--- src/rtl/alu_sched_pkg.sv ---
// Shared constants for alu_sched: opcodes, result width and FSM state encoding.
// ALU_SCHED_DIV_EN adds the DIV state used by the iterative divider.
package alu_sched_pkg;

  localparam int RES_W = 8;

  localparam logic [3:0] OP_ADD  = 4'b0000;
  localparam logic [3:0] OP_SUB  = 4'b0001;
  localparam logic [3:0] OP_MUL  = 4'b0010;
  localparam logic [3:0] OP_DIV  = 4'b0011;
  localparam logic [3:0] OP_MOD  = 4'b0100;
  localparam logic [3:0] OP_EXP  = 4'b0101;
  localparam logic [3:0] OP_INC  = 4'b0110;
  localparam logic [3:0] OP_RSV  = 4'b0111;
  localparam logic [3:0] OP_DEC  = 4'b1000;
  localparam logic [3:0] OP_AND  = 4'b1001;
  localparam logic [3:0] OP_OR   = 4'b1010;
  localparam logic [3:0] OP_NAND = 4'b1011;
  localparam logic [3:0] OP_NOR  = 4'b1100;
  localparam logic [3:0] OP_XOR  = 4'b1101;
  localparam logic [3:0] OP_XNOR = 4'b1110;
  localparam logic [3:0] OP_INV  = 4'b1111;

`ifdef ALU_SCHED_DIV_EN
  typedef enum logic [1:0] {
    ST_IDLE = 2'd0,
    ST_DIV  = 2'd1,
    ST_RESP = 2'd2
  } state_t;
`else
  typedef enum logic [1:0] {
    ST_IDLE = 2'd0,
    ST_RESP = 2'd2
  } state_t;
`endif

endpackage

--- src/rtl/alu_exec.sv ---
// Single-cycle opcode decode for alu_sched. DIV/MOD, EXP and 0111 fall into the
// unsupported path here; the top overrides DIV/MOD when the divider is built.
module alu_exec
  import alu_sched_pkg::*;
(
  input  logic [3:0]       op,
  input  logic [3:0]       a,
  input  logic [3:0]       b,
  output logic [RES_W-1:0] data,
  output logic             err
);

  always_comb begin
    data = '0;
    err  = 1'b0;
    case (op)
      OP_ADD:  data = {4'b0, a + b};
      OP_SUB:  data = {4'b0, a - b};
      OP_MUL:  data = {4'b0, a} * {4'b0, b};
      OP_INC:  data = {4'b0, b + 4'd1};
      OP_DEC:  data = {4'b0, a - 4'd1};
      OP_AND:  data = {4'b0, a & b};
      OP_OR:   data = {4'b0, a | b};
      OP_NAND: data = {4'b0, ~(a & b)};
      OP_NOR:  data = {4'b0, ~(a | b)};
      OP_XOR:  data = {4'b0, a ^ b};
      OP_XNOR: data = {4'b0, ~(a ^ b)};
      OP_INV:  data = {4'b0, ~a};
      default: begin
        data = '0;
        err  = 1'b1;
      end
    endcase
  end

endmodule

--- src/rtl/alu_sched.sv ---
// Two-requester ALU scheduler: arbiter, IDLE/DIV/RESP FSM and optional 4-step
// restoring divider (enabled with ALU_SCHED_DIV_EN).
// Handshake: a request transfers in a cycle where reqN_valid && reqN_ready; the
// response transfers in a cycle where rsp_valid && rsp_ready, outputs held until then.
module alu_sched
  import alu_sched_pkg::*;
#(
  parameter int PRIO_FIXED = 0
) (
  input  logic             clk,
  input  logic             rst,
  input  logic             req0_valid,
  input  logic             req1_valid,
  output logic             req0_ready,
  output logic             req1_ready,
  input  logic [3:0]       req0_op,
  input  logic [3:0]       req1_op,
  input  logic [3:0]       req0_a,
  input  logic [3:0]       req0_b,
  input  logic [3:0]       req1_a,
  input  logic [3:0]       req1_b,
  output logic             rsp_valid,
  input  logic             rsp_ready,
  output logic             rsp_id,
  output logic [RES_W-1:0] rsp_data,
  output logic             rsp_err,
  output logic             busy,
  output state_t           state_dbg
);

  state_t           state, state_nxt;
  logic             last_grant;
  logic             grant_id;
  logic             accept;
  logic [3:0]       sel_op, sel_a, sel_b;
  logic [RES_W-1:0] exec_data;
  logic             exec_err;

  always_comb begin
    if (req0_valid && req1_valid)
      grant_id = (PRIO_FIXED != 0) ? 1'b0 : ~last_grant;
    else
      grant_id = ~req0_valid;
    accept     = (state == ST_IDLE) && (req0_valid || req1_valid);
    req0_ready = accept && !grant_id;
    req1_ready = accept && grant_id;
    sel_op     = grant_id ? req1_op : req0_op;
    sel_a      = grant_id ? req1_a  : req0_a;
    sel_b      = grant_id ? req1_b  : req0_b;
  end

  alu_exec u_exec (
    .op   (sel_op),
    .a    (sel_a),
    .b    (sel_b),
    .data (exec_data),
    .err  (exec_err)
  );

`ifdef ALU_SCHED_DIV_EN
  logic       div_start, div_done;
  logic [3:0] div_rem, div_quo, div_b;
  logic [1:0] div_cnt;
  logic       div_mod, div_zero;
  logic [3:0] st_rem, st_quo, st_d, rem_n, quo_n;
  logic [4:0] shifted;

  // Iteration 1 runs on the acceptance edge, the remaining three in DIV.
  // With a zero divisor every step subtracts nothing, so the quotient ends at
  // all ones and the remainder at a, which is exactly the required result.
  always_comb begin
    div_start = accept && (sel_op == OP_DIV || sel_op == OP_MOD);
    div_done  = (state == ST_DIV) && (div_cnt == 2'd3);
    st_rem    = (state == ST_DIV) ? div_rem : 4'd0;
    st_quo    = (state == ST_DIV) ? div_quo : sel_a;
    st_d      = (state == ST_DIV) ? div_b   : sel_b;
    shifted   = {st_rem, st_quo[3]};
    if (shifted >= {1'b0, st_d}) begin
      rem_n = shifted[3:0] - st_d;
      quo_n = {st_quo[2:0], 1'b1};
    end else begin
      rem_n = shifted[3:0];
      quo_n = {st_quo[2:0], 1'b0};
    end
  end

  always_ff @(posedge clk or posedge rst) begin
    if (rst) begin
      div_rem  <= '0;
      div_quo  <= '0;
      div_b    <= '0;
      div_cnt  <= '0;
      div_mod  <= 1'b0;
      div_zero <= 1'b0;
    end else if (div_start) begin
      div_rem  <= rem_n;
      div_quo  <= quo_n;
      div_b    <= sel_b;
      div_cnt  <= 2'd1;
      div_mod  <= (sel_op == OP_MOD);
      div_zero <= (sel_b == 4'd0);
    end else if (state == ST_DIV) begin
      div_rem <= rem_n;
      div_quo <= quo_n;
      div_cnt <= div_cnt + 2'd1;
    end
  end
`endif

  always_comb begin
    state_nxt = state;
    case (state)
      ST_IDLE: begin
        if (accept) begin
`ifdef ALU_SCHED_DIV_EN
          state_nxt = div_start ? ST_DIV : ST_RESP;
`else
          state_nxt = ST_RESP;
`endif
        end
      end
`ifdef ALU_SCHED_DIV_EN
      ST_DIV:  if (div_done) state_nxt = ST_RESP;
`endif
      ST_RESP: if (rsp_ready) state_nxt = ST_IDLE;
      default: state_nxt = ST_IDLE;
    endcase
  end

  always_ff @(posedge clk or posedge rst) begin
    if (rst) begin
      state      <= ST_IDLE;
      last_grant <= 1'b1;
      rsp_id     <= 1'b0;
      rsp_data   <= '0;
      rsp_err    <= 1'b0;
    end else begin
      state <= state_nxt;
      if (accept) begin
        last_grant <= grant_id;
        rsp_id     <= grant_id;
        rsp_data   <= exec_data;
        rsp_err    <= exec_err;
      end
`ifdef ALU_SCHED_DIV_EN
      if (div_done) begin
        rsp_data <= {4'b0, div_mod ? rem_n : quo_n};
        rsp_err  <= div_zero;
      end
`endif
    end
  end

  assign rsp_valid = (state == ST_RESP);
  assign busy      = (state != ST_IDLE);
  assign state_dbg = state;

endmodule

--- config.mk ---
export PLATFORM = sky130hd
export DESIGN_NAME = alu_sched
export DESIGN_NICKNAME = d
export VERILOG_FILES = /design/src/rtl/alu_sched_pkg.sv /design/src/rtl/alu_exec.sv /design/src/rtl/alu_sched.sv
export SDC_FILE = /design/constraint.sdc
export NUM_CORES = 1
export LEC_CHECK = 0
export CAP_MARGIN = 25
export CORE_MARGIN = 10
export CORE_UTILIZATION = 53
export CTS_BUF_LIST = sky130_fd_sc_hd__clkbuf_4 sky130_fd_sc_hd__clkbuf_8 sky130_fd_sc_hd__clkbuf_16
export DETAILED_ROUTE_END_ITERATION = 8
export PLACE_DENSITY_LB_ADDON = 0.15
export SLEW_MARGIN = 20
export SYNTH_ARGS = -nofsm -noshare
export SYNTH_HDL_FRONTEND = slang
export SYNTH_SLANG_ARGS = --single-unit
--- constraint.sdc ---
create_clock -name clk -period 4.6 [get_ports clk]
set_input_delay 0.46 -clock clk [delete_from_list [all_inputs] [get_ports clk]]
set_output_delay 0.46 -clock clk [all_outputs]
set_load 0.02 [all_outputs]
==> impl_results.md <==
- Status: finished clean
- Startpoint Class: primary input
- CTS tree: built
- Layout cells sized above 1: between 10% and 20%
- Register-to-Register Path Depth: 14
- Per-cell routed wire length: a little over 20 um
- Buffers on Ports: 43
- P per Cell Area: ~310 nW/um2
- Worst reg2reg startpoint: last_grant$_DFFE_PP1P_
- Post-synthesis cell area: between 2000 and 2500 um2
- Slew headroom: 51.46%
- Final period util: 89.82%
- Worst-Skew Late Latency: roughly 250 ps
- Peak supply drop: 150.8 uV
- Part of the power in registers: around 17%
- Sequential share of the synthesized area: 13.03%
- Met3 Track Usage GR: 6.149%
- Combinational power share: a little over two thirds
- Post-CTS Hold Buffers: 0
- Power Internal: 0.0004880 W
- Post-synth ARST share: 100.0%
- Gpl congestion: 1.009
- CP max FO: 10
- Post-route setup TNS: 0 ps
- Clock power share: 13.3%
- Synth Warn #: 0
- Max-slew violations: 0
- Grt ovf: 0
- Pin count of the biggest net entering global routing: 25
- First-pass GRT wire length: about 13000 um
- Inserted Diodes: 0
- Syn_area_per_cell: 8.005 um2
- Post-synth net total: about 350
- # resized after CTS: 0
- Met2 Resource Use GR: around a third
- CTS clk-pin slew, worst paths: around 60 ps
- Setup slack at placement: around 230 ps
- CTS Buf Count: 3
- Core Area: around 4100 um2
- Synth top area share: 13.52%
- Synth Flop Type: dfrtp_1
- # setup viols final: 0
- DRT Pass-1 Iters: 5
- Layout Skew: 3.313 ps
- Area leader, netlist: ha_1
- Final setup margin: ~470 ps
- Gr usage total: between 20% and 30%
- Hold Crit Start: last_grant$_DFFE_PP1P_
- Tmin final: 4132 ps
- Met1 usage: a little over a quarter
- Worst hold margin: roughly 470 ps
- Top post-synthesis cells by count: 26 x nor2_1, 25 x ha_1, 25 x inv_1
- Vias: about 2500
- Worst Hold Endpoint: last_grant$_DFFE_PP1P_
- Fin cells: ~380
- F_max: 0.2420 GHz
- Most numerous cell in the Yosys netlist: nor2_1
- DRC viols: 0
- ANT nets after route: 0
- Total chip power: around 0.00089 W
- Setup Fix Bufs, Post-CTS: 0
- Maxcap violations: 0
- Chip height: ~86 um
- LEAKAGE: roughly 1.3 nW
- CP required: 4710 ps
- Netlist cell types: 67
- DRT iter0 DRCs: about 400
- Sw frac: ~45%
- WL final: about 7900 um
- Reg-to-Reg End: rsp_data[3]$_DFFE_PP0P_
- Chip width: ~86 um
- RSZ-0062 raised after global routing: false
- Worst Path Arrival: 4240 ps
- Die Area: about 7400 um2
- Htree depth: 1
- Initial antenna violation count: 0
- Io pins: 45
- EDFF count, synth: 0
- Clock Sinks: 12
- Dpl hpwl: about 6400 um
- CTS root buf: clkbuf_8
- Hold Path Class: flip-flop to flip-flop
- Hold Path Depth: 2
- Vias in the first global route: between 2000 and 2500
- Initial Util: about 56%
- Worst Max-Slew Pin Slew: 724.7 ps
- NetSw: just over 0.0004 W
- WS Path Type: primary input to flip-flop
- Area Overhead vs Synth: 23.09%
- Synthesized instance count: between 200 and 300
- Vias per cell: about 6.5
- Clock buffer depth: 2
- Most Crowded Layer GR: met2
- Row cnt: 23
- Net count, final: between 300 and 400
- Endpoints failing hold: 0
- Top post-synthesis cells by area: ha_1 14%, dfrtp_1 12%, fa_1 4.3%, nor2_1 4.2%, inv_1 4.1%
- Placed cells: approximately 380
- Critical path endpoint category: flip-flop
- Seq cells post-synth: 12
- FF-to-FF setup slack: just under 700 ps
critical path, stage by stage:
cell and delay, ps:
clkdlybuf4s50_1 500, nand2b_1 120, nand2_4 220, mux2i_1 280, inv_1 140, nand2_1 110
fa_1 440, fa_1 540, inv_1 70, fa_1 510, o2bb2ai_1 150, a32oi_1 200
o211ai_1 110, a211oi_1 250, a41oi_1 130
power by group through the flow:
| stage | Sequential (W) | Clock [W] | Combinational, W |
|---|---|---|---|
| floorplan | 0.000187 | 0 | 0.000374 |
| global placement | 0.000157 | 0 | 0.000601 |
| detailed placement | 0.000157 | 0 | 0.000611 |
| CTS | 0.000154 | 0.000120 | 0.000616 |
| global route | 0.000159 | 0.000126 | 0.000673 |
| finish | 0.000154 | 0.000119 | 0.000622 |
per-layer routing:
metal  vias up  share of wire (%)
li1       1140                  -
met1      1135                 40
met2       175                 46
met3        29                 11
met4         0                2.9
met5         -                  0
cells in the final DEF (no fill, tap or decap), types with 7 or more instances in the layout:
| cell type | count |
|---|---|
| a21oi_1 | 15 |
| buf_4 | 14 |
| clkdlybuf4s50_1 | 43 |
| dfrtp_1 | 11 |
| ha_1 | 25 |
| inv_1 | 25 |
| mux2i_1 | 7 |
| nand2_1 | 17 |
| nand3_1 | 8 |
| nand4_1 | 8 |
| nor2_1 | 26 |
| o21ai_0 | 7 |
worst max path at each step:
stage               slack, ps              startpoint                 endpoint
floorplan                 570  last_grant$_DFFE_PP1P_  rsp_data[3]$_DFFE_PP0P_
global placement          400              req1_valid  rsp_data[3]$_DFFE_PP0P_
detailed placement        230              req1_valid  rsp_data[3]$_DFFE_PP0P_
CTS                       480              req1_valid  rsp_data[3]$_DFFE_PP0P_
global route              230              req1_valid  rsp_data[3]$_DFFE_PP0P_
finish                    470              req1_valid  rsp_data[3]$_DFFE_PP0P_
sequential cells by signal, indices dropped and copies added (netlist names):
name,cells
last_grant,1
rsp_data,8
rsp_err,1
rsp_id,1
state_dbg,1
logic make-up after synthesis:
family | after synthesis | share of synthesized area (%)
simple gates | 99 | 22.93
compound gates | 74 | 22.66
buf+inv | 45 | 9.356
fa+ha+maj | 30 | 17.85
mux | 17 | 9.843
flops | 12 | 13.03
xor+xnor | 11 | 4.164
other cells | 1 | 0.1621
through the flow:
step | util (%) | instance area, um2
2_1_floorplan | - | 2313
3_3_place_gp | 67.86 | 2793
3_5_place_dp | 67.86 | 2793
4_1_cts | 69.20 | 2848
5_1_grt | 69.20 | 2848
6_report | 69.20 | 2848
final cells by class:
class                   instances  area, um2
multi-input cells             232       1795
inverters                      26      97.59
clock buffers                   4      55.05
flip-flops and latches         12      301.5
fillers                       359       1267
repair buffers                 57      535.5
well taps                      50      62.56
Power figures use the tool's default switching activity.
